## src/rtl/alu_pipe_hs_if.sv

```systemverilog
// Handshake bundle for alu_pipe_hs: operand/opcode request channel and
// registered result channel, each with its own valid/ready pair.
interface alu_pipe_hs_if #(
    parameter int WIDTH = 16,
    parameter int WFUN  = 4,
    parameter int WFLAG = 4
);
    logic             IN_VALID;
    logic             IN_READY;
    logic [WIDTH-1:0] A;
    logic [WIDTH-1:0] B;
    logic [WFUN-1:0]  ALU_FUN;
    logic             OUT_VALID;
    logic             OUT_READY;
    logic [WIDTH-1:0] ALU_OUT;
    logic [WIDTH-1:0] ALU_OUT_HI;
    logic             Arith_Flag;
    logic             Logic_Flag;
    logic             CMP_Flag;
    logic             Shift_Flag;
    logic [WFLAG-1:0] Flags_out;

    // Producer/consumer side: issues operations and drains results.
    modport master (
        output IN_VALID, A, B, ALU_FUN, OUT_READY,
        input  IN_READY, OUT_VALID, ALU_OUT, ALU_OUT_HI,
               Arith_Flag, Logic_Flag, CMP_Flag, Shift_Flag, Flags_out
    );

    // ALU side.
    modport slave (
        input  IN_VALID, A, B, ALU_FUN, OUT_READY,
        output IN_READY, OUT_VALID, ALU_OUT, ALU_OUT_HI,
               Arith_Flag, Logic_Flag, CMP_Flag, Shift_Flag, Flags_out
    );
endinterface

```

## src/rtl/alu_pipe_hs.sv

```systemverilog
// WIDTH-bit ALU with valid/ready request handshake and a single registered,
// back-pressurable result slot. All ops except DIV (B!=0) complete in one
// cycle; DIV runs a restoring divider for WIDTH iterations.
module alu_pipe_hs #(
    parameter int WIDTH = 16,
    parameter int WFUN  = 4,
    parameter int WFLAG = 4
) (
    input logic          CLK,
    input logic          RST,
    alu_pipe_hs_if.slave bus
);
    localparam int SW = $clog2(WIDTH);
    localparam int CW = $clog2(WIDTH + 1);

    typedef enum logic [WFUN-1:0] {
        OP_ADD    = 4'h0, OP_SUB    = 4'h1, OP_MUL    = 4'h2, OP_DIV    = 4'h3,
        OP_AND    = 4'h4, OP_OR     = 4'h5, OP_NAND   = 4'h6, OP_NOR    = 4'h7,
        OP_XOR    = 4'h8, OP_XNOR   = 4'h9, OP_CMP_EQ = 4'hA, OP_CMP_GT = 4'hB,
        OP_CMP_LT = 4'hC, OP_SHR    = 4'hD, OP_SHL    = 4'hE, OP_NOP    = 4'hF
    } op_e;

    typedef enum logic {S_IDLE, S_DIV} state_e;

    state_e           state_q, state_d;
    op_e              op;
    logic [WIDTH-1:0] a_in, b_in;
    logic             slot_free, accept, div_start, div_done;

    // Result slot registers
    logic             out_valid_q;
    logic [WIDTH-1:0] out_lo_q, out_hi_q;
    logic [3:0]       cls_q;          // {arith, logic, cmp, shift}
    logic [WFLAG-1:0] flags_q;        // {divz, ovf, zero, carry}

    // Divider registers
    logic [WIDTH-1:0] rem_q, quo_q, dvs_q;
    logic [CW-1:0]    cnt_q;

    assign a_in      = bus.A;
    assign b_in      = bus.B;
    assign op        = op_e'(bus.ALU_FUN);
    assign slot_free = !out_valid_q || bus.OUT_READY;
    assign bus.IN_READY = !RST && (state_q == S_IDLE) && slot_free;
    assign accept    = bus.IN_VALID && bus.IN_READY;
    assign div_start = accept && (op == OP_DIV) && (b_in != '0);

    // ---------------- single-cycle datapath ----------------
    logic [WIDTH:0]       sum_w, diff_w, shr_w, shl_w;
    logic [2*WIDTH-1:0]   prod_w;
    logic [SW-1:0]        amt;
    logic [WIDTH-1:0]     res_lo, res_hi;
    logic [3:0]           res_cls;
    logic                 f_divz, f_ovf, f_zero, f_carry;

    assign amt    = b_in[SW-1:0];
    assign sum_w  = {1'b0, a_in} + {1'b0, b_in};
    assign diff_w = {1'b0, a_in} - {1'b0, b_in};
    assign prod_w = {{WIDTH{1'b0}}, a_in} * {{WIDTH{1'b0}}, b_in};
    // Extra low/high bit catches the last bit shifted out as CARRY.
    assign shr_w  = {a_in, 1'b0} >> amt;
    assign shl_w  = {1'b0, a_in} << amt;

    // Select the single-cycle result, class and flags for the current opcode.
    // NOTE: every always_comb output gets a default first so no path leaves it unassigned (no latch).
    always_comb begin
        res_lo  = '0;
        res_hi  = '0;
        res_cls = 4'b0000;
        f_divz  = 1'b0;
        f_ovf   = 1'b0;
        f_carry = 1'b0;
        case (op)
            OP_ADD: begin
                res_lo  = sum_w[WIDTH-1:0];
                f_carry = sum_w[WIDTH];
                f_ovf   = (a_in[WIDTH-1] == b_in[WIDTH-1]) && (sum_w[WIDTH-1] != a_in[WIDTH-1]);
                res_cls = 4'b1000;
            end
            OP_SUB: begin
                res_lo  = diff_w[WIDTH-1:0];
                f_carry = diff_w[WIDTH];
                f_ovf   = (a_in[WIDTH-1] != b_in[WIDTH-1]) && (diff_w[WIDTH-1] != a_in[WIDTH-1]);
                res_cls = 4'b1000;
            end
            OP_MUL: begin
                res_lo  = prod_w[WIDTH-1:0];
                res_hi  = prod_w[2*WIDTH-1:WIDTH];
                f_ovf   = |prod_w[2*WIDTH-1:WIDTH];
                res_cls = 4'b1000;
            end
            OP_DIV: begin
                // Only reaches the result slot when B==0; B!=0 goes to the divider.
                res_lo  = '1;
                res_hi  = a_in;
                f_divz  = 1'b1;
                res_cls = 4'b1000;
            end
            OP_AND:    begin res_lo = a_in & b_in;    res_cls = 4'b0100; end
            OP_OR:     begin res_lo = a_in | b_in;    res_cls = 4'b0100; end
            OP_NAND:   begin res_lo = ~(a_in & b_in); res_cls = 4'b0100; end
            OP_NOR:    begin res_lo = ~(a_in | b_in); res_cls = 4'b0100; end
            OP_XOR:    begin res_lo = a_in ^ b_in;    res_cls = 4'b0100; end
            OP_XNOR:   begin res_lo = ~(a_in ^ b_in); res_cls = 4'b0100; end
            OP_CMP_EQ: begin res_lo = {{(WIDTH-1){1'b0}}, a_in == b_in}; res_cls = 4'b0010; end
            OP_CMP_GT: begin res_lo = {{(WIDTH-1){1'b0}}, a_in >  b_in}; res_cls = 4'b0010; end
            OP_CMP_LT: begin res_lo = {{(WIDTH-1){1'b0}}, a_in <  b_in}; res_cls = 4'b0010; end
            OP_SHR: begin
                res_lo  = shr_w[WIDTH:1];
                f_carry = shr_w[0];
                res_cls = 4'b0001;
            end
            OP_SHL: begin
                res_lo  = shl_w[WIDTH-1:0];
                f_carry = shl_w[WIDTH];
                res_cls = 4'b0001;
            end
            default: ;  // OP_NOP: zero result, no class
        endcase
        f_zero = (op == OP_NOP) || (res_lo == '0);
    end

    // ---------------- restoring divider step ----------------
    logic [WIDTH:0]   rem_sh, trial;
    logic [WIDTH-1:0] div_rem_n, div_quo_n;
    logic [CW-1:0]    cnt_n;
    logic             iter_active;

    // One restoring-division iteration; holds once all WIDTH are done.
    always_comb begin
        iter_active = (cnt_q != CW'(WIDTH));
        rem_sh      = {rem_q, quo_q[WIDTH-1]};
        trial       = rem_sh - {1'b0, dvs_q};
        div_rem_n   = rem_q;
        div_quo_n   = quo_q;
        cnt_n       = cnt_q;
        if (iter_active) begin
            cnt_n = cnt_q + 1'b1;
            if (trial[WIDTH]) begin
                div_rem_n = rem_sh[WIDTH-1:0];
                div_quo_n = {quo_q[WIDTH-2:0], 1'b0};
            end else begin
                div_rem_n = trial[WIDTH-1:0];
                div_quo_n = {quo_q[WIDTH-2:0], 1'b1};
            end
        end
    end

    assign div_done = (state_q == S_DIV) && (cnt_n == CW'(WIDTH)) && slot_free;

    // FSM state register.
    // NOTE: sequential state uses non-blocking assignments so every flop samples pre-edge values.
    always_ff @(posedge CLK) begin
        if (RST) state_q <= S_IDLE;
        else     state_q <= state_d;
    end

    // FSM next-state: enter DIV on a non-trivial divide, leave once its result is loaded.
    always_comb begin
        state_d = state_q;
        case (state_q)
            S_IDLE: if (div_start) state_d = S_DIV;
            S_DIV:  if (div_done)  state_d = S_IDLE;
            default: state_d = S_IDLE;
        endcase
    end

    // Divider working registers.
    // NOTE: these are only meaningful while in S_DIV and are loaded on entry, so they carry no reset.
    always_ff @(posedge CLK) begin
        if (div_start) begin
            rem_q <= '0;
            quo_q <= a_in;
            dvs_q <= b_in;
            cnt_q <= '0;
        end else if (state_q == S_DIV) begin
            rem_q <= div_rem_n;
            quo_q <= div_quo_n;
            cnt_q <= cnt_n;
        end
    end

    // Result slot: load single-cycle or divider result, clear on consume, hold otherwise.
    always_ff @(posedge CLK) begin
        if (RST) begin
            out_valid_q <= 1'b0;
            out_lo_q    <= '0;
            out_hi_q    <= '0;
            cls_q       <= '0;
            flags_q     <= '0;
        end else if (accept && !div_start) begin
            out_valid_q <= 1'b1;
            out_lo_q    <= res_lo;
            out_hi_q    <= res_hi;
            cls_q       <= res_cls;
            flags_q     <= {f_divz, f_ovf, f_zero, f_carry};
        end else if (div_done) begin
            out_valid_q <= 1'b1;
            out_lo_q    <= div_quo_n;
            out_hi_q    <= div_rem_n;
            cls_q       <= 4'b1000;
            flags_q     <= {1'b0, 1'b0, (div_quo_n == '0), 1'b0};
        end else if (out_valid_q && bus.OUT_READY) begin
            out_valid_q <= 1'b0;
            out_lo_q    <= '0;
            out_hi_q    <= '0;
            cls_q       <= '0;
            flags_q     <= '0;
        end
    end

    assign bus.OUT_VALID  = out_valid_q;
    assign bus.ALU_OUT    = out_lo_q;
    assign bus.ALU_OUT_HI = out_hi_q;
    assign bus.Arith_Flag = cls_q[3];
    assign bus.Logic_Flag = cls_q[2];
    assign bus.CMP_Flag   = cls_q[1];
    assign bus.Shift_Flag = cls_q[0];
    assign bus.Flags_out  = flags_q;

endmodule

```

## src/flat_wrapper.sv

```systemverilog
// flat-port wrapper written by rule: the top's interface ports become plain ports
module alu_pipe_hs_flat 
#(
    parameter int WIDTH = 16,
    parameter int WFUN  = 4,
    parameter int WFLAG = 4
)
  (CLK, RST, bus_IN_VALID, bus_A, bus_B, bus_ALU_FUN, bus_OUT_READY, bus_IN_READY, bus_OUT_VALID, bus_ALU_OUT, bus_ALU_OUT_HI, bus_Arith_Flag, bus_Logic_Flag, bus_CMP_Flag, bus_Shift_Flag, bus_Flags_out);
  alu_pipe_hs_if #(.WIDTH(WIDTH), .WFUN(WFUN), .WFLAG(WFLAG)) bus_i ();
  input logic CLK;
  input logic RST;
  input wire logic [$bits(bus_i.IN_VALID)-1:0] bus_IN_VALID;
  input wire logic [$bits(bus_i.A)-1:0] bus_A;
  input wire logic [$bits(bus_i.B)-1:0] bus_B;
  input wire logic [$bits(bus_i.ALU_FUN)-1:0] bus_ALU_FUN;
  input wire logic [$bits(bus_i.OUT_READY)-1:0] bus_OUT_READY;
  output wire logic [$bits(bus_i.IN_READY)-1:0] bus_IN_READY;
  output wire logic [$bits(bus_i.OUT_VALID)-1:0] bus_OUT_VALID;
  output wire logic [$bits(bus_i.ALU_OUT)-1:0] bus_ALU_OUT;
  output wire logic [$bits(bus_i.ALU_OUT_HI)-1:0] bus_ALU_OUT_HI;
  output wire logic [$bits(bus_i.Arith_Flag)-1:0] bus_Arith_Flag;
  output wire logic [$bits(bus_i.Logic_Flag)-1:0] bus_Logic_Flag;
  output wire logic [$bits(bus_i.CMP_Flag)-1:0] bus_CMP_Flag;
  output wire logic [$bits(bus_i.Shift_Flag)-1:0] bus_Shift_Flag;
  output wire logic [$bits(bus_i.Flags_out)-1:0] bus_Flags_out;
  assign bus_i.IN_VALID = bus_IN_VALID;
  assign bus_i.A = bus_A;
  assign bus_i.B = bus_B;
  assign bus_i.ALU_FUN = bus_ALU_FUN;
  assign bus_i.OUT_READY = bus_OUT_READY;
  assign bus_IN_READY = bus_i.IN_READY;
  assign bus_OUT_VALID = bus_i.OUT_VALID;
  assign bus_ALU_OUT = bus_i.ALU_OUT;
  assign bus_ALU_OUT_HI = bus_i.ALU_OUT_HI;
  assign bus_Arith_Flag = bus_i.Arith_Flag;
  assign bus_Logic_Flag = bus_i.Logic_Flag;
  assign bus_CMP_Flag = bus_i.CMP_Flag;
  assign bus_Shift_Flag = bus_i.Shift_Flag;
  assign bus_Flags_out = bus_i.Flags_out;
  alu_pipe_hs #(.WIDTH(WIDTH), .WFUN(WFUN), .WFLAG(WFLAG)) u_core (.CLK(CLK), .RST(RST), .bus(bus_i));
endmodule
```

## config.mk

```make
export PLATFORM = sky130hd
export DESIGN_NAME = alu_pipe_hs_flat
export DESIGN_NICKNAME = d
export VERILOG_FILES = /design/src/rtl/alu_pipe_hs_if.sv /design/src/rtl/alu_pipe_hs.sv /design/src/flat_wrapper.sv
export SDC_FILE = /design/constraint.sdc
export NUM_CORES = 1
export LEC_CHECK = 0
export ABC_AREA = 1
export BUFFER_PORTS_ARGS = -buffer_cell sky130_fd_sc_hd__clkbuf_2
export CORE_MARGIN = 8
export CORE_UTILIZATION = 45
export DETAILED_ROUTE_END_ITERATION = 8
export PLACE_DENSITY_LB_ADDON = 0.12
export REMOVE_ABC_BUFFERS = 1
export SLEW_MARGIN = 20
export SYNTH_ARGS = -nofsm -noshare
export SYNTH_HDL_FRONTEND = slang
export SYNTH_SLANG_ARGS = --single-unit
```

## constraint.sdc

```tcl
create_clock -name CLK -period 17.1 [get_ports CLK]
set_input_delay 1.71 -clock CLK [delete_from_list [all_inputs] [get_ports CLK]]
set_output_delay 1.71 -clock CLK [all_outputs]
set_load 0.02 [all_outputs]
```

# Yosys cells after proc, flatten, opt, wreduce, memory -nomap -nowiden
# Index checks and enable logic that the tools add are counted.
dict set report word_totals {
  out_inout_bits 42
  register_bits 95
  elab_cells 104
  inputBits 40
}
dict set report op_classes {
  mux 29
  n_bitwise 7
  n_shift 2
  addsub 4
  n_reduce_logical 27
  eq_ne 22
  multipliers 1
  magnitude_cmp 2
}
# op n
set op_table {}
lappend op_table {{case mux 16 bit (15 select lines)} 1}
lappend op_table {{2-to-1 mux 16 bit} 10}
lappend op_table {{NOT 16 bit} 3}
lappend op_table {{== test 4 bit, second input constant} 8}
lappend op_table {{zero test 16 bit} 2}
lappend op_table {{multiplier 16 x 16 -> 32 bit} 1}
lappend op_table {{case mux 16 bit (2 select lines)} 1}
lappend op_table {{2-to-1 mux 4 bit} 5}
lappend op_table {{adder 16 x 16 -> 17 bit} 1}
lappend op_table {{left shift 16 x 4 -> 17 bit} 1}
lappend op_table {{>> shifter 17 x 4 -> 17 bit} 1}
lappend op_table {{subtractor 16 x 16 -> 17 bit} 1}
lappend op_table {{subtractor 17 x 16 -> 17 bit} 1}
lappend op_table {{AND 16 bit} 1}
lappend op_table {{== test 16 bit} 1}
lappend op_table {{== test 4 x 3 -> 1 bit, second input constant} 4}
lappend op_table {{> comparator 16 bit} 1}
lappend op_table {{< comparator 16 bit} 1}
lappend op_table {{bitwise OR 16 bit} 1}
lappend op_table {{case mux 4 bit (4 select lines)} 1}
lappend op_table {{nonzero test 16 bit} 1}
lappend op_table {{OR reduction 16 bit} 1}
lappend op_table {{bitwise XOR 16 bit} 1}
lappend op_table {{logical AND 1 bit} 11}
lappend op_table {{22 further kinds} 34}

# Logic depth before layout (Yosys ltp)
# Gate-level depths: netlist (run 1).
dict set report depth {
  depth_word 9
  mapped_depth 35
  depth_no_buf 33
}

# Worst setup path before layout (run 1)
# OpenSTA, ideal clock, no wires.
dict set report synth_timing {
  kind {in2reg}
  from {input bus_B[1]}
  to {register u_core.flags_q[2] (netlist: u_core.bus.Flags_out[2])}
  path_buffers 3
  required_time_ns 16.968
  stages 29
  t_arrival_ns 7.154
  setup_ns 0.132
  slack_ns 9.814
  path_cell_list {buf_2 > buf_1 > clkbuf_1 > nand2_1 > fa_1 > fa_1 > inv_1 > fa_1 > inv_1 > fa_1 > fa_1 > fa_1 > inv_1 > ha_1 > nand2_1 > nor2_1 > and2_1 > and2_1 > nand2_1 > nand3_1 > nand2_1 > nor2_1 > nand2_1 > nor2_1 > nand2_1 > nand2_1 > nand2_1 > nand2_1 > a21oi_1}
}
dict set report synth_between {
  elab_chain_cells 5
  word_cells_on_any_way 15
  cone_classes {add/sub (2); mul (1); eq/ne (2); mux (2); reduce/logical (8)}
}
# item line_no
set synth_rtl {}
lappend synth_rtl {{start, declared} flat_wrapper.sv:14} ;# input wire logic [$bits(bus_i.B)-1:0] bus_B;
lappend synth_rtl {{branches (longest 5 deep; another with multiplier 16 x 16 -> 32 bit)} n/a}
lappend synth_rtl {{end signal, assigned} alu_pipe_hs.sv:196} ;# flags_q <= {f_divz, f_ovf, f_zero, f_carry};
lappend synth_rtl {{end signal, assigned} alu_pipe_hs.sv:202} ;# flags_q <= {1'b0, 1'b0, (div_quo_n == '0), 1'b0};
lappend synth_rtl {{end, declared} alu_pipe_hs.sv:34} ;# logic [WFLAG-1:0] flags_q;
# Parallel ways; which one is timed is not known.
# A chain may end at the register's enable or synchronous reset.

# Worst setup path after layout (run 1)
dict set report layout_timing {
  from {input bus_A[7]}
  to {register u_core.flags_q[1] (netlist: u_core.bus.Flags_out[1])}
}
dict set report layout_between {
  elab_chain_cells 6
  word_cells_on_any_way 18
  cone_classes {add/sub (2); mul (1); order compare (2); eq/ne (1); shift (2); mux (2); bitwise (6); reduce/logical (2)}
}
# item line_no
set layout_rtl {}
lappend layout_rtl {{start, declared} flat_wrapper.sv:13} ;# input wire logic [$bits(bus_i.A)-1:0] bus_A;
lappend layout_rtl {{branches (longest 2 deep; another with multiplier 16 x 16 -> 32 bit)} n/a}
lappend layout_rtl {{case mux 16 bit (15 select lines) *} alu_pipe_hs.sv:73} ;# case (op)
lappend layout_rtl {{zero test 16 bit *} alu_pipe_hs.sv:120} ;# f_zero = (op == OP_NOP) || (res_lo == '0);
lappend layout_rtl {{logical OR 1 bit *} alu_pipe_hs.sv:120}
lappend layout_rtl {{2-to-1 mux 4 bit *} alu_pipe_hs.sv:191} ;# end else if (accept && !div_start) begin
# Every way passes the cells marked *.

==> results.rst, run 1 <==
.. list-table::
   :header-rows: 1

   * - Metric
     - Value
   * - Critical path's slowest cell
     - sky130_fd_sc_hd__fa_1
   * - Least-Margin Pin Slew
     - 1.03 ns
   * - Number of global-route vias before repair
     - 19,200
   * - Critical path type
     - primary input to flip-flop
   * - Worst-path fanout max
     - 19
   * - CP startpoint kind
     - primary input
   * - Top post-synthesis cells by area
     - sky130_fd_sc_hd__fa_1 (20%), sky130_fd_sc_hd__nand2_1 (18%), sky130_fd_sc_hd__inv_1 (12%)
   * - Netlist area before placement
     - 0.0194 mm^2
   * - PD cells
     - 178 mW/mm^2
   * - Total negative slack for setup checks
     - 0 ns
   * - Proportion of synthesized chip area in sequential cells
     - 11.5%
   * - Warnings from Yosys
     - 0
   * - Count of TritonRoute iterations in the first routing pass
     - 6
   * - Cell depth of the worst hold path
     - 2
   * - Die area
     - 0.0499 mm^2
   * - Total core area
     - 0.0428 mm^2
   * - Post-CTS Resized
     - 0
   * - Fraction of layout cells with a size suffix above 1
     - 4.99%
   * - Final setup violating endpoints
     - 0
   * - Clock skew after layout
     - 0.0146 ns
   * - Post-place instance area
     - 0.0200 mm^2
   * - Final-stage net count
     - 3,427
   * - Run status
     - complete, no violations
   * - Total track usage
     - 29.9%
   * - Largest family of logic cells by synthesized area
     - adder cells
   * - Number of CTS-inserted buffers
     - 9
   * - Share of Yosys cell area claimed by the top area cell type
     - 20.4%
   * - Total power
     - 3.61 mW
   * - Crit. End Element
     - flip-flop
   * - Max transition margin
     - 30.8%
   * - Maximum root-to-sink buffer count
     - 2
   * - Cell type with the highest occurrence count on the critical path
     - sky130_fd_sc_hd__fa_1
   * - Max-cap viol count
     - 0
   * - Leak Pwr
     - 11.4 nW
   * - WP data required
     - 17.39 ns
   * - Post-detailed-route count of antenna-violating nets
     - 0
   * - Synth Area per Inst
     - 6.37 um^2
   * - Detailed placer's ending HPWL
     - 60,100 um
   * - Via-to-Cell Ratio
     - 5.48
   * - Final-layout fill cell count
     - 4,577
   * - Number of standard cells after synthesis
     - 3,041
   * - Count of different cell masters after synthesis
     - 52
   * - Clock tree from TritonCTS
     - yes
   * - Number of sinks on the clock net
     - 95
   * - Die span in x
     - 223 um
   * - Flip-flop and latch count after synthesis
     - 95
   * - Initial antenna violation count
     - 1
   * - Final routed wire length divided by cell count
     - 21.1 um
   * - Final design instance area without fill
     - 0.0203 mm^2
   * - Max rail drop VDD
     - 0.172 mV
   * - Mux cell area share after synthesis
     - 0.0517%
   * - H-tree depth
     - 3
   * - Starting Density
     - 45.2%
   * - Largest net degree at the start of global routing
     - 62
   * - Final Hold Viols
     - 0
   * - Total setup buffers inserted after CTS
     - 0
   * - Time the final worst path needs with I/O delays and setup
     - 7.68 ns
   * - Crit path DAT
     - 7.97 ns
   * - Routability cong.
     - 0.968
   * - Post-Synth Adder-Cell Area
     - 31.4%
   * - Die Y
     - 223 um
   * - Fraction of the mapped netlist area in compound gates
     - 10.3%
   * - Global-route wire length before repair
     - 115,000 um
   * - Port Buf Inserts
     - 81
   * - Yosys top cell by area
     - sky130_fd_sc_hd__fa_1
   * - Skew-Pair Late Insertion Delay
     - 0.37 ns
   * - Leftover overflow at the end of global routing
     - 0
   * - Buffer cell driving the clock tree root
     - sky130_fd_sc_hd__clkbuf_16
   * - Post-CTS clock slew at the launch and capture registers of the worst setup and hold paths
     - 0.07 ns
   * - HP Class
     - flip-flop to flip-flop
   * - Final critical-path share of the clock period
     - 44.9%
   * - Via count
     - 19,600
   * - FP Rows
     - 76
   * - Unrepaired setup endpoints after global routing
     - no
   * - Hold bufs inserted after CTS
     - 0
   * - Remaining design rule violation count
     - 0
   * - DRC violation total after the first TritonRoute iteration
     - 1,955
   * - Synth-to-layout area growth
     - 4.86%
   * - Detailed-route wire length
     - 75,300 um
   * - Simple-gate area share of the yosys netlist
     - 30.3%
   * - Xor/xnor share of the synthesized area
     - 0.814%
   * - R2R cell count
     - 10
   * - Number of antenna diodes
     - 0
   * - Worst stage delay on the critical path
     - 0.55 ns
   * - Number of slew-limit violations in the final report
     - 0
   * - Peak clock frequency supported by timing
     - 0.130 GHz
   * - I/O pins
     - 82
-- critical path: cells and delay by family --
family                     cells  cell delay, ns
and+or+nand+nor               12            1.61
adders and majority gates      8            3.69
AOI/OAI and AO/OA              1            0.14
buffers and inverters          5            0.83
-- layout by cell type, fill, tap and decap left out, types with 4 or more instances in the layout --
master                      count
sky130_fd_sc_hd__a21o_1         6
sky130_fd_sc_hd__o21ai_1       11
sky130_fd_sc_hd__o21ai_0      146
sky130_fd_sc_hd__nand3_1      204
sky130_fd_sc_hd__nor2_1       213
sky130_fd_sc_hd__and2_1         9
sky130_fd_sc_hd__nand4_1       26
sky130_fd_sc_hd__nor2_2         5
sky130_fd_sc_hd__clkbuf_16     10
sky130_fd_sc_hd__or2_2          6
sky130_fd_sc_hd__a21boi_0       4
sky130_fd_sc_hd__xor2_1        12
sky130_fd_sc_hd__inv_1        634
sky130_fd_sc_hd__a31oi_1       16
sky130_fd_sc_hd__o211ai_1      30
sky130_fd_sc_hd__a21oi_1      120
sky130_fd_sc_hd__inv_2          9
sky130_fd_sc_hd__o21bai_1       8
sky130_fd_sc_hd__nand2_1      915
sky130_fd_sc_hd__clkbuf_2      81
sky130_fd_sc_hd__xnor2_1        6
sky130_fd_sc_hd__fa_1         197
sky130_fd_sc_hd__edfxtp_1      32
sky130_fd_sc_hd__buf_4         15
sky130_fd_sc_hd__ha_1         171
sky130_fd_sc_hd__o22ai_1        4
sky130_fd_sc_hd__nand2_2        6
sky130_fd_sc_hd__nor4_1         8
sky130_fd_sc_hd__nand3b_1       5
sky130_fd_sc_hd__dfxtp_1       63
sky130_fd_sc_hd__nor3_1        21
-- registers in the layout, summed over array words and instances (netlist names) --
register,count
u_core.bus.OUT_VALID,1
u_core.state_q,1
u_core.cnt_q,5
u_core.bus.ALU_OUT,16
u_core.dvs_q,16
u_core.quo_q,16
u_core.cls_q,4
u_core.rem_q,16
u_core.bus.ALU_OUT_HI,16
u_core.bus.Flags_out,4
-- cell usage after synthesis (all sizes together) --
master	count
nand3	206
nor4	8
a22oi	2
a31oi	16
o21ai	158
clkinv	1
o21bai	8
o211ai	33
inv	646
o221ai	1
a31o	1
xnor2	6
o22ai	4
nand3b	6
a22o	2
or2	6
and2	9
clkbuf	82
xor2	12
o21a	1
nor3	22
nand2	921
o31ai	2
nand4	26
a21o	6
nor2	220
buf	47
dfxtp	63
edfxtp	32
a21oi	120
fa	197
a21boi	5
mux2i	1
ha	171
-- logic make-up (layout without fill, tap and decap cells) --
kind of cell    count (synthesis)  in the layout
mux                             1              1
buf+inv                       776            759
simple gates                 1424           1424
compound gates                359            359
xor+xnor                       18             18
flops                          95             95
fa+ha+maj                     368            368
-- layer usage --
metal  wire length (um)  global-route usage, %  vias to the layer above
li1                   -                      -                     9267
met5                  0                      0                        -
met1              33300                   41.5                     9383
met4               2060                   7.80                        0
met3               5890                   3.62                      119
met2              34100                   48.8                      781
-- area by class of cell --
cell class / count / area [um^2] / area share, %
multi-input combinational: 2170 / 14100 / 69.6
inverter: 647 / 2440 / 12.0
sequential: 95 / 2220 / 10.9
tap: 546 / 683 / 3.37
timing repair buffer: 96 / 518 / 2.55
clock buffer: 10 / 250 / 1.23
clock inverter: 6 / 65.1 / 0.321
-- worst paths after layout --
path / startpoint / to / slack [ns]
setup / recovery: bus_A[7] / u_core.bus.Flags_out[1]$_SDFFE_PP0P_ / 9.42
hold reg to reg: u_core.bus.ALU_OUT[6]$_SDFFE_PP0P_ / u_core.bus.ALU_OUT[6]$_SDFFE_PP0P_ / 0.46
hold / removal: u_core.bus.ALU_OUT[6]$_SDFFE_PP0P_ / u_core.bus.ALU_OUT[6]$_SDFFE_PP0P_ / 0.46
setup reg to reg: u_core.bus.OUT_VALID$_SDFFE_PP0P_ / u_core.rem_q[5]$_SDFFE_PP0P_ / 12.64
-- report_power, final --
part	total [mW]	internal, mW	leakage, nW	switching [mW]
Clock	0.213	0.112	0.155	0.101
Sequential	0.282	0.259	0.807	0.0232
Combinational	3.12	1.03	10.5	2.09
Total	3.61	1.40	11.4	2.21
-- stage by stage --
step	hold slack (ns)	utilization [%]	instances	setup WS (ns)
4_1_cts	0.464	47.4	3570	9.43
3_3_place_gp	0.448	46.7	3554	9.13
5_1_grt	0.490	47.4	3570	9.09
3_5_place_dp	0.455	46.7	3554	9.08
2_1_floorplan	0.461	-	2912	10.51
6_report	0.463	47.4	3570	9.42
(Power assumes the default switching activity.)
==> run 2: changes to the inputs <==
ABC_AREA = 0   (was 1)
clock period = 7.1 ns   (was 17.1 ns; I/O delays follow)
==> results.rst, run 2 <==
.. list-table::
   :header-rows: 1

   * - Metric
     - Value
   * - Starting Density
     - 45.3%
   * - Via count
     - 18,000
   * - Share of Yosys cell area claimed by the top area cell type
     - 21.4%
   * - Switching portion of total power
     - 54.0%
   * - Initial antenna violation count
     - 2
   * - Most common library cells after synthesis
     - sky130_fd_sc_hd__inv_1 (290), sky130_fd_sc_hd__nor2_1 (276), sky130_fd_sc_hd__nand2_1 (222), sky130_fd_sc_hd__fa_1 (197), sky130_fd_sc_hd__ha_1 (171)
   * - Die Y
     - 218 um
   * - WP data required
     - 7.34 ns
   * - Proportion of synthesized chip area in sequential cells
     - 12.1%
   * - Yosys top cell by area
     - sky130_fd_sc_hd__fa_1
   * - Warnings from Yosys
     - 0
   * - Crit. End Element
     - flip-flop
   * - Detailed placer's ending HPWL
     - 59,100 um
   * - Least-Margin Pin Slew
     - 0.954 ns
   * - Worst stage delay on the critical path
     - 0.59 ns
   * - Max-cap viol count
     - 0
   * - Hold_sp
     - u_core.bus.ALU_OUT[4]$_SDFFE_PP0P_
   * - Buffer cell driving the clock tree root
     - sky130_fd_sc_hd__clkbuf_16
   * - Share of synthesized flip-flops with an asynchronous set or reset
     - 0%
   * - Final Hold Viols
     - 0
   * - Number of standard cells after synthesis
     - 2,287
   * - Remaining design rule violation count
     - 0
   * - Die area
     - 0.0477 mm^2
   * - Simple-gate area share of the yosys netlist
     - 17.7%
   * - R2R cell count
     - 12
   * - Buffer and inverter count on the worst path
     - 5
   * - Max transition margin
     - 35.8%
   * - EDFF count, synth
     - 32
   * - Endpoint of the worst register-to-register path
     - u_core.bus.ALU_OUT_HI[13]$_SDFFE_PP0P_
   * - Post-Synth Adder-Cell Area
     - 33.0%
   * - Synth Area per Inst
     - 8.05 um^2
   * - H-tree depth
     - 3
   * - Post-detailed-route count of antenna-violating nets
     - 0
   * - Maximum root-to-sink buffer count
     - 2
   * - Setup slack after layout
     - 0.338 ns
   * - Ordered list of cells on the worst path
     - clkbuf_2 > buf_4 > nand2_1 > fa_1 > fa_1 > fa_1 > fa_1 > inv_1 > fa_1 > inv_1 > fa_1 > inv_1 > ha_1 > nand4_1 > nor2_1 > o21ai_1 > a21oi_2 > nor3_1 > or3b_2 > a2111o_1 > nor4_1 > o21ai_0
   * - Family with the most delay on the worst path
     - adder cells
   * - Int Power
     - 4.45 mW
   * - Global-route wire length before repair
     - 111,000 um
   * - Routability cong.
     - 0.975
   * - Largest net degree at the start of global routing
     - 51
   * - Detailed-route wire length
     - 73,100 um
   * - Worst-path fanout max
     - 6
   * - Cell type with the highest occurrence count on the critical path
     - sky130_fd_sc_hd__fa_1
   * - RR Startpoint
     - u_core.cnt_q[0]$_SDFFE_PP0P_
   * - Total core area
     - 0.0406 mm^2
   * - Run status
     - complete, no violations
   * - Combinational fraction of design power
     - 86.9%
   * - CP startpoint kind
     - primary input
   * - Final-stage net count
     - 2,806
   * - Synth-to-layout area growth
     - 11.4%
   * - Mux cell area share after synthesis
     - 5.57%
   * - Critical path type
     - primary input to flip-flop
   * - Via-to-Cell Ratio
     - 6.13
   * - Fraction of power consumed by the clock network
     - 5.6%
   * - Number of antenna diodes
     - 0
   * - Leftover overflow at the end of global routing
     - 0
   * - Die span in x
     - 218 um
   * - Count of different cell masters after synthesis
     - 93
   * - Hold bufs inserted after CTS
     - 0
   * - Fraction of layout cells with a size suffix above 1
     - 13.6%
   * - Largest family of logic cells by synthesized area
     - adder cells
   * - Min-Delay Endpoint
     - u_core.bus.ALU_OUT[4]$_SDFFE_PP0P_
   * - Minimum hold slack
     - 0.492 ns
   * - Fraction of the mapped netlist area in compound gates
     - 19.6%
   * - Worst Setup SP
     - bus_A[10]
   * - FF-to-FF setup slack
     - 2.84 ns
   * - Portion of total power attributed to sequential cells
     - 7.4%
   * - Post-CTS clock slew at the launch and capture registers of the worst setup and hold paths
     - 0.07 ns
   * - Most common cell after layout, fill and taps aside
     - sky130_fd_sc_hd__inv_1
   * - DRC violation total after the first TritonRoute iteration
     - 1,893
   * - Commonest cells after routing, fill and taps aside
     - sky130_fd_sc_hd__inv_1 (289), sky130_fd_sc_hd__nor2_1 (276), sky130_fd_sc_hd__nand2_1 (222)
   * - Final critical-path share of the clock period
     - 95.2%
   * - Unrepaired setup endpoints after global routing
     - no
   * - Number of global-route vias before repair
     - 17,900
   * - PD cells
     - 472 mW/mm^2
   * - Top post-synthesis cells by area
     - sky130_fd_sc_hd__fa_1 (21%), sky130_fd_sc_hd__ha_1 (12%), sky130_fd_sc_hd__dfxtp_1 (6.8%)
   * - Final setup violating endpoints
     - 0
   * - Peak clock frequency supported by timing
     - 0.148 GHz
   * - Netlist area before placement
     - 0.0184 mm^2
   * - Final routed wire length divided by cell count
     - 24.9 um
   * - Port Buf Inserts
     - 81
   * - Max rail drop VDD
     - 0.540 mV
   * - Skew-Pair Late Insertion Delay
     - 0.35 ns
   * - Time the final worst path needs with I/O delays and setup
     - 6.76 ns
   * - Leak Pwr
     - 9.49 nW
   * - HP Class
     - flip-flop to flip-flop
   * - Flip-flop cell with the highest count after synthesis
     - sky130_fd_sc_hd__dfxtp_1
   * - Cell depth of the worst hold path
     - 2
   * - Critical path's slowest cell
     - sky130_fd_sc_hd__fa_1
   * - Clock skew after layout
     - 0.00642 ns
   * - Most numerous cell in the Yosys netlist
     - sky130_fd_sc_hd__inv_1
   * - Xor/xnor share of the synthesized area
     - 2.38%
   * - Number of CTS-inserted buffers
     - 9
   * - Total track usage
     - 30.2%
   * - Final-layout fill cell count
     - 4,003
   * - Net switching power figure
     - 5.23 mW
   * - Number of sinks on the clock net
     - 95
   * - Crit path DAT
     - 7.00 ns
   * - Count of TritonRoute iterations in the first routing pass
     - 6
   * - FP Rows
     - 74
   * - Flip-flop and latch count after synthesis
     - 95
   * - I/O pins
     - 82
   * - Clock tree from TritonCTS
     - yes
   * - Number of slew-limit violations in the final report
     - 0
   * - Post-Place Setup Slack
     - -0.0708 ns
[run 2: how the worst max path moves through the flow]
stage / to / cells after the start
floorplan: u_core.bus.Flags_out[2]$_SDFFE_PP0P_ / 22
global placement: u_core.bus.Flags_out[2]$_SDFFE_PP0P_ / 22
detailed placement: u_core.bus.Flags_out[2]$_SDFFE_PP0P_ / 22
CTS: u_core.bus.Flags_out[2]$_SDFFE_PP0P_ / 22
global route: u_core.bus.Flags_out[2]$_SDFFE_PP0P_ / 23
finish: u_core.bus.Flags_out[2]$_SDFFE_PP0P_ / 22
[run 2: worst reg2reg max path: cells and delay by family (launching register included)]
kind                       cells  cell delay, ns
AOI/OAI and AO/OA              4            0.98
DFF                            1            0.35
and+or+nand+nor                3            1.33
buffers and inverters          4            1.27
adders and majority gates      1            0.20
[run 2: logic make-up after synthesis]
group / count (synthesis)
AOI/OAI and AO/OA: 512
xor gates and xnor gates: 50
adders and majority gates: 368
buffers and inverters: 454
DFF: 95
muxes: 83
and+or+nand+nor: 725
[run 2: stage by stage]
step           total power, mW  TNS (ns)  instances  instance area [um^2]  util (%)
5_1_grt                   10.6         0       2935                 20500      50.5
2_1_floorplan             5.99         0       2141                 17800         -
6_report                  9.68         0       2935                 20500      50.5
4_1_cts                   9.51         0       2934                 20500      50.4
3_5_place_dp              8.92   -0.0708       2918                 20200      49.6
3_3_place_gp              8.86   -0.0502       2918                 20200      49.6
[run 2: routing by layer]
layer / vias to the layer above / track usage (%) / share of wire, %
li1: 8078 / - / -
met1: 8977 / 41.4 / 43
met2: 832 / 49.0 / 46
met3: 112 / 4.81 / 8.4
met4: 2 / 8.58 / 2.8
met5: - / 0 / 0.011
[run 2: area by class of cell]
cell class / instances / area (um^2) / share of cell area, %
tap: 532 / 666 / 3.24
sequential: 95 / 2220 / 10.8
multi-input combinational: 1738 / 14400 / 70.4
clock buffer: 10 / 239 / 1.16
timing repair buffer: 246 / 1690 / 8.26
inverter: 308 / 1160 / 5.65
clock inverter: 6 / 91.3 / 0.445
[run 2: power by group through the flow]
stage,Clock [mW],Sequential (mW),Combinational [mW]
detailed placement,0,0.729,8.19
floorplan,0,0.725,5.26
global route,0.571,0.730,9.28
global placement,0,0.728,8.13
finish,0.545,0.720,8.42
CTS,0.552,0.718,8.24
[run 2: timing repair]
action                                  4_1_cts  5_1_grt
gates resized for setup                       0        3
setup buffers                                 0        1
endpoints found under the setup margin        0        1
==> run 3: changes to the inputs <==
clock period = 6.9 ns   (was 7.1 ns; I/O delays follow)
==> results.rst, run 3 (synthesis gave the netlist of run 2 again) <==
.. list-table::
   :header-rows: 1

   * - Metric
     - Value
   * - Register area
     - 0.00222 mm^2
   * - Least-Margin Pin Slew
     - 0.982 ns
   * - Peak clock frequency supported by timing
     - 0.150 GHz
   * - RR Startpoint
     - u_core.cnt_q[0]$_SDFFE_PP0P_
   * - Number of slew-limit violations in the final report
     - 0
   * - Synth-to-layout area growth
     - 13.8%
   * - Hold_sp
     - u_core.bus.ALU_OUT[4]$_SDFFE_PP0P_
   * - Total negative slack for setup checks
     - 0 ns
   * - Post-detailed-route count of antenna-violating nets
     - 0
   * - Die span in x
     - 218 um
   * - Run status
     - complete, no violations
   * - Starting Density
     - 45.3%
   * - Remaining design rule violation count
     - 0
   * - Total track usage
     - 30.7%
   * - Critical path type
     - primary input to flip-flop
   * - Routability cong.
     - 0.982
   * - Die Y
     - 218 um
   * - Maximum root-to-sink buffer count
     - 2
   * - Number of sinks on the clock net
     - 95
   * - Via count
     - 18,200
   * - Detailed-route wire length
     - 73,600 um
   * - R2R cell count
     - 13
   * - FF-to-FF setup slack
     - 2.95 ns
   * - Global-route wire length before repair
     - 112,000 um
   * - Final Hold Viols
     - 0
   * - Minimum hold slack
     - 0.493 ns
   * - CP startpoint kind
     - primary input
   * - Largest net degree at the start of global routing
     - 50
   * - PD cells
     - 521 mW/mm^2
   * - Final routed wire length divided by cell count
     - 24.6 um
   * - Final-stage net count
     - 2,864
   * - Cell depth of the worst hold path
     - 2
   * - Endpoint of the worst register-to-register path
     - u_core.bus.ALU_OUT_HI[15]$_SDFFE_PP0P_
   * - Leftover overflow at the end of global routing
     - 0
   * - Placed Instances
     - 2,976
   * - Initial antenna violation count
     - 0
   * - FP Rows
     - 74
   * - Hold bufs inserted after CTS
     - 0
   * - Detailed placer's ending HPWL
     - 60,300 um
   * - Fraction of layout cells with a size suffix above 1
     - 15.9%
   * - Max transition margin
     - 33.9%
   * - DRC violation total after the first TritonRoute iteration
     - 1,694
   * - Final critical-path share of the clock period
     - 96.6%
   * - Number of CTS-inserted buffers
     - 9
   * - Port Buf Inserts
     - 81
   * - WP data required
     - 7.14 ns
   * - Min-Delay Endpoint
     - u_core.bus.ALU_OUT[4]$_SDFFE_PP0P_
   * - Crit. End Element
     - flip-flop
   * - Worst-path fanout max
     - 7
   * - Clock skew after layout
     - 0.00602 ns
   * - Commonest cells after routing, fill and taps aside
     - sky130_fd_sc_hd__inv_1 (287), sky130_fd_sc_hd__nor2_1 (275), sky130_fd_sc_hd__nand2_1 (222)
   * - Max rail drop VDD
     - 0.641 mV
   * - I/O pins
     - 82
   * - Count of TritonRoute iterations in the first routing pass
     - 7
   * - Area occupied by multi-input gates
     - 0.0145 mm^2
   * - Final setup violating endpoints
     - 0
   * - Max-cap viol count
     - 0
   * - Post-CTS clock slew at the launch and capture registers of the worst setup and hold paths
     - 0.07 ns
   * - Most common cell after layout, fill and taps aside
     - sky130_fd_sc_hd__inv_1
   * - Filler-free cell count of the finished design
     - 2,994
   * - H-tree depth
     - 3
   * - Skew-Pair Late Insertion Delay
     - 0.36 ns
   * - Number of global-route vias before repair
     - 18,300
   * - Crit path DAT
     - 6.91 ns
   * - Total power
     - 10.9 mW
   * - Leak Pwr
     - 9.75 nW
   * - HP Class
     - flip-flop to flip-flop
   * - Clock tree from TritonCTS
     - yes
   * - Die area
     - 0.0477 mm^2
   * - Final-layout fill cell count
     - 4,061
   * - Total core area
     - 0.0406 mm^2
   * - Time the final worst path needs with I/O delays and setup
     - 6.67 ns
   * - Via-to-Cell Ratio
     - 6.07
   * - Buffer cell driving the clock tree root
     - sky130_fd_sc_hd__clkbuf_16
==> run 3: changes by cell type in the layout (fill, tap and decap cells not counted), sizes merged <==
cell	delta
buf	+61
clkbuf	-4
clkinvlp	+3
bufinv	-2
clkinv	+1
diode	+1
inv	-1
==> run 3: metal layers <==
metal,vias to the layer above,GRT usage [%],wire (um)
met2,846,49.6,33600
li1,8196,-,-
met3,136,5.61,6570
met5,-,0,0
met1,8992,41.3,31100
met4,0,9.25,2240
==> run 3: final cells by class <==
| type | count | area share, % |
|---|---|---|
| Clock buffer | 9 | 1.07 |
| Inverter | 308 | 5.57 |
| Multi-Input combinational cell | 1738 | 69.0 |
| Clock inverter | 7 | 0.227 |
| Antenna cell | 1 | 0.0119 |
| Tap cell | 532 | 3.18 |
| Sequential cell | 95 | 10.6 |
| Timing Repair Buffer | 304 | 10.3 |
==> run 3: critical path, cell delays in order <==
cell and delay, ns:
sky130_fd_sc_hd__clkbuf_2 0.17, sky130_fd_sc_hd__buf_4 0.21, sky130_fd_sc_hd__nand2_1 0.17, sky130_fd_sc_hd__fa_1 0.55, sky130_fd_sc_hd__fa_1 0.49, sky130_fd_sc_hd__fa_1 0.52, sky130_fd_sc_hd__fa_1 0.55, sky130_fd_sc_hd__inv_1 0.05
sky130_fd_sc_hd__fa_1 0.47, sky130_fd_sc_hd__inv_1 0.05, sky130_fd_sc_hd__fa_1 0.47, sky130_fd_sc_hd__inv_1 0.04, sky130_fd_sc_hd__ha_1 0.31, sky130_fd_sc_hd__buf_4 0.17, sky130_fd_sc_hd__nand4_1 0.12, sky130_fd_sc_hd__nor2_1 0.20
sky130_fd_sc_hd__a32oi_4 0.16, sky130_fd_sc_hd__o221a_4 0.29, sky130_fd_sc_hd__xnor2_1 0.14, sky130_fd_sc_hd__or3_1 0.37, sky130_fd_sc_hd__a2111o_1 0.34, sky130_fd_sc_hd__nor4_1 0.26, sky130_fd_sc_hd__o21ai_0 0.11
==> run 3: how the worst max path moves through the flow <==
stage	slack (ns)	to	from	depth (start not counted)
3_3_place_gp	-0.14	u_core.bus.Flags_out[2]$_SDFFE_PP0P_	bus_B[1]	21
5_1_grt	-0.009	u_core.bus.Flags_out[2]$_SDFFE_PP0P_	bus_A[9]	23
3_5_place_dp	-0.23	u_core.bus.Flags_out[2]$_SDFFE_PP0P_	bus_B[2]	22
2_1_floorplan	0.40	u_core.bus.Flags_out[2]$_SDFFE_PP0P_	bus_B[4]	22
4_1_cts	0.19	u_core.bus.Flags_out[2]$_SDFFE_PP0P_	bus_B[2]	22
6_report	0.23	u_core.bus.Flags_out[2]$_SDFFE_PP0P_	bus_A[9]	23
==> run 3: timing repair <==
action / CTS / global route
buffers inserted: 0 / 1
endpoints found under the setup margin: 0 / 4
gates resized for setup: 0 / 17
==> run 3: power by group <==
part	switching, mW	internal, mW	leakage [nW]
registers	0.0833	0.658	0.805
clock network	0.234	0.245	0.134
logic	5.25	4.43	8.81
==> run 3: per-stage QoR <==
step | utilization [%] | worst slack (ns) | area, um^2
floorplan | - | 0.402 | 17800
global placement | 50.7 | -0.138 | 20600
detailed placement | 50.7 | -0.228 | 20600
CTS | 51.4 | 0.193 | 20900
global route | 51.5 | -0.00859 | 20900
finish | 51.5 | 0.232 | 21000
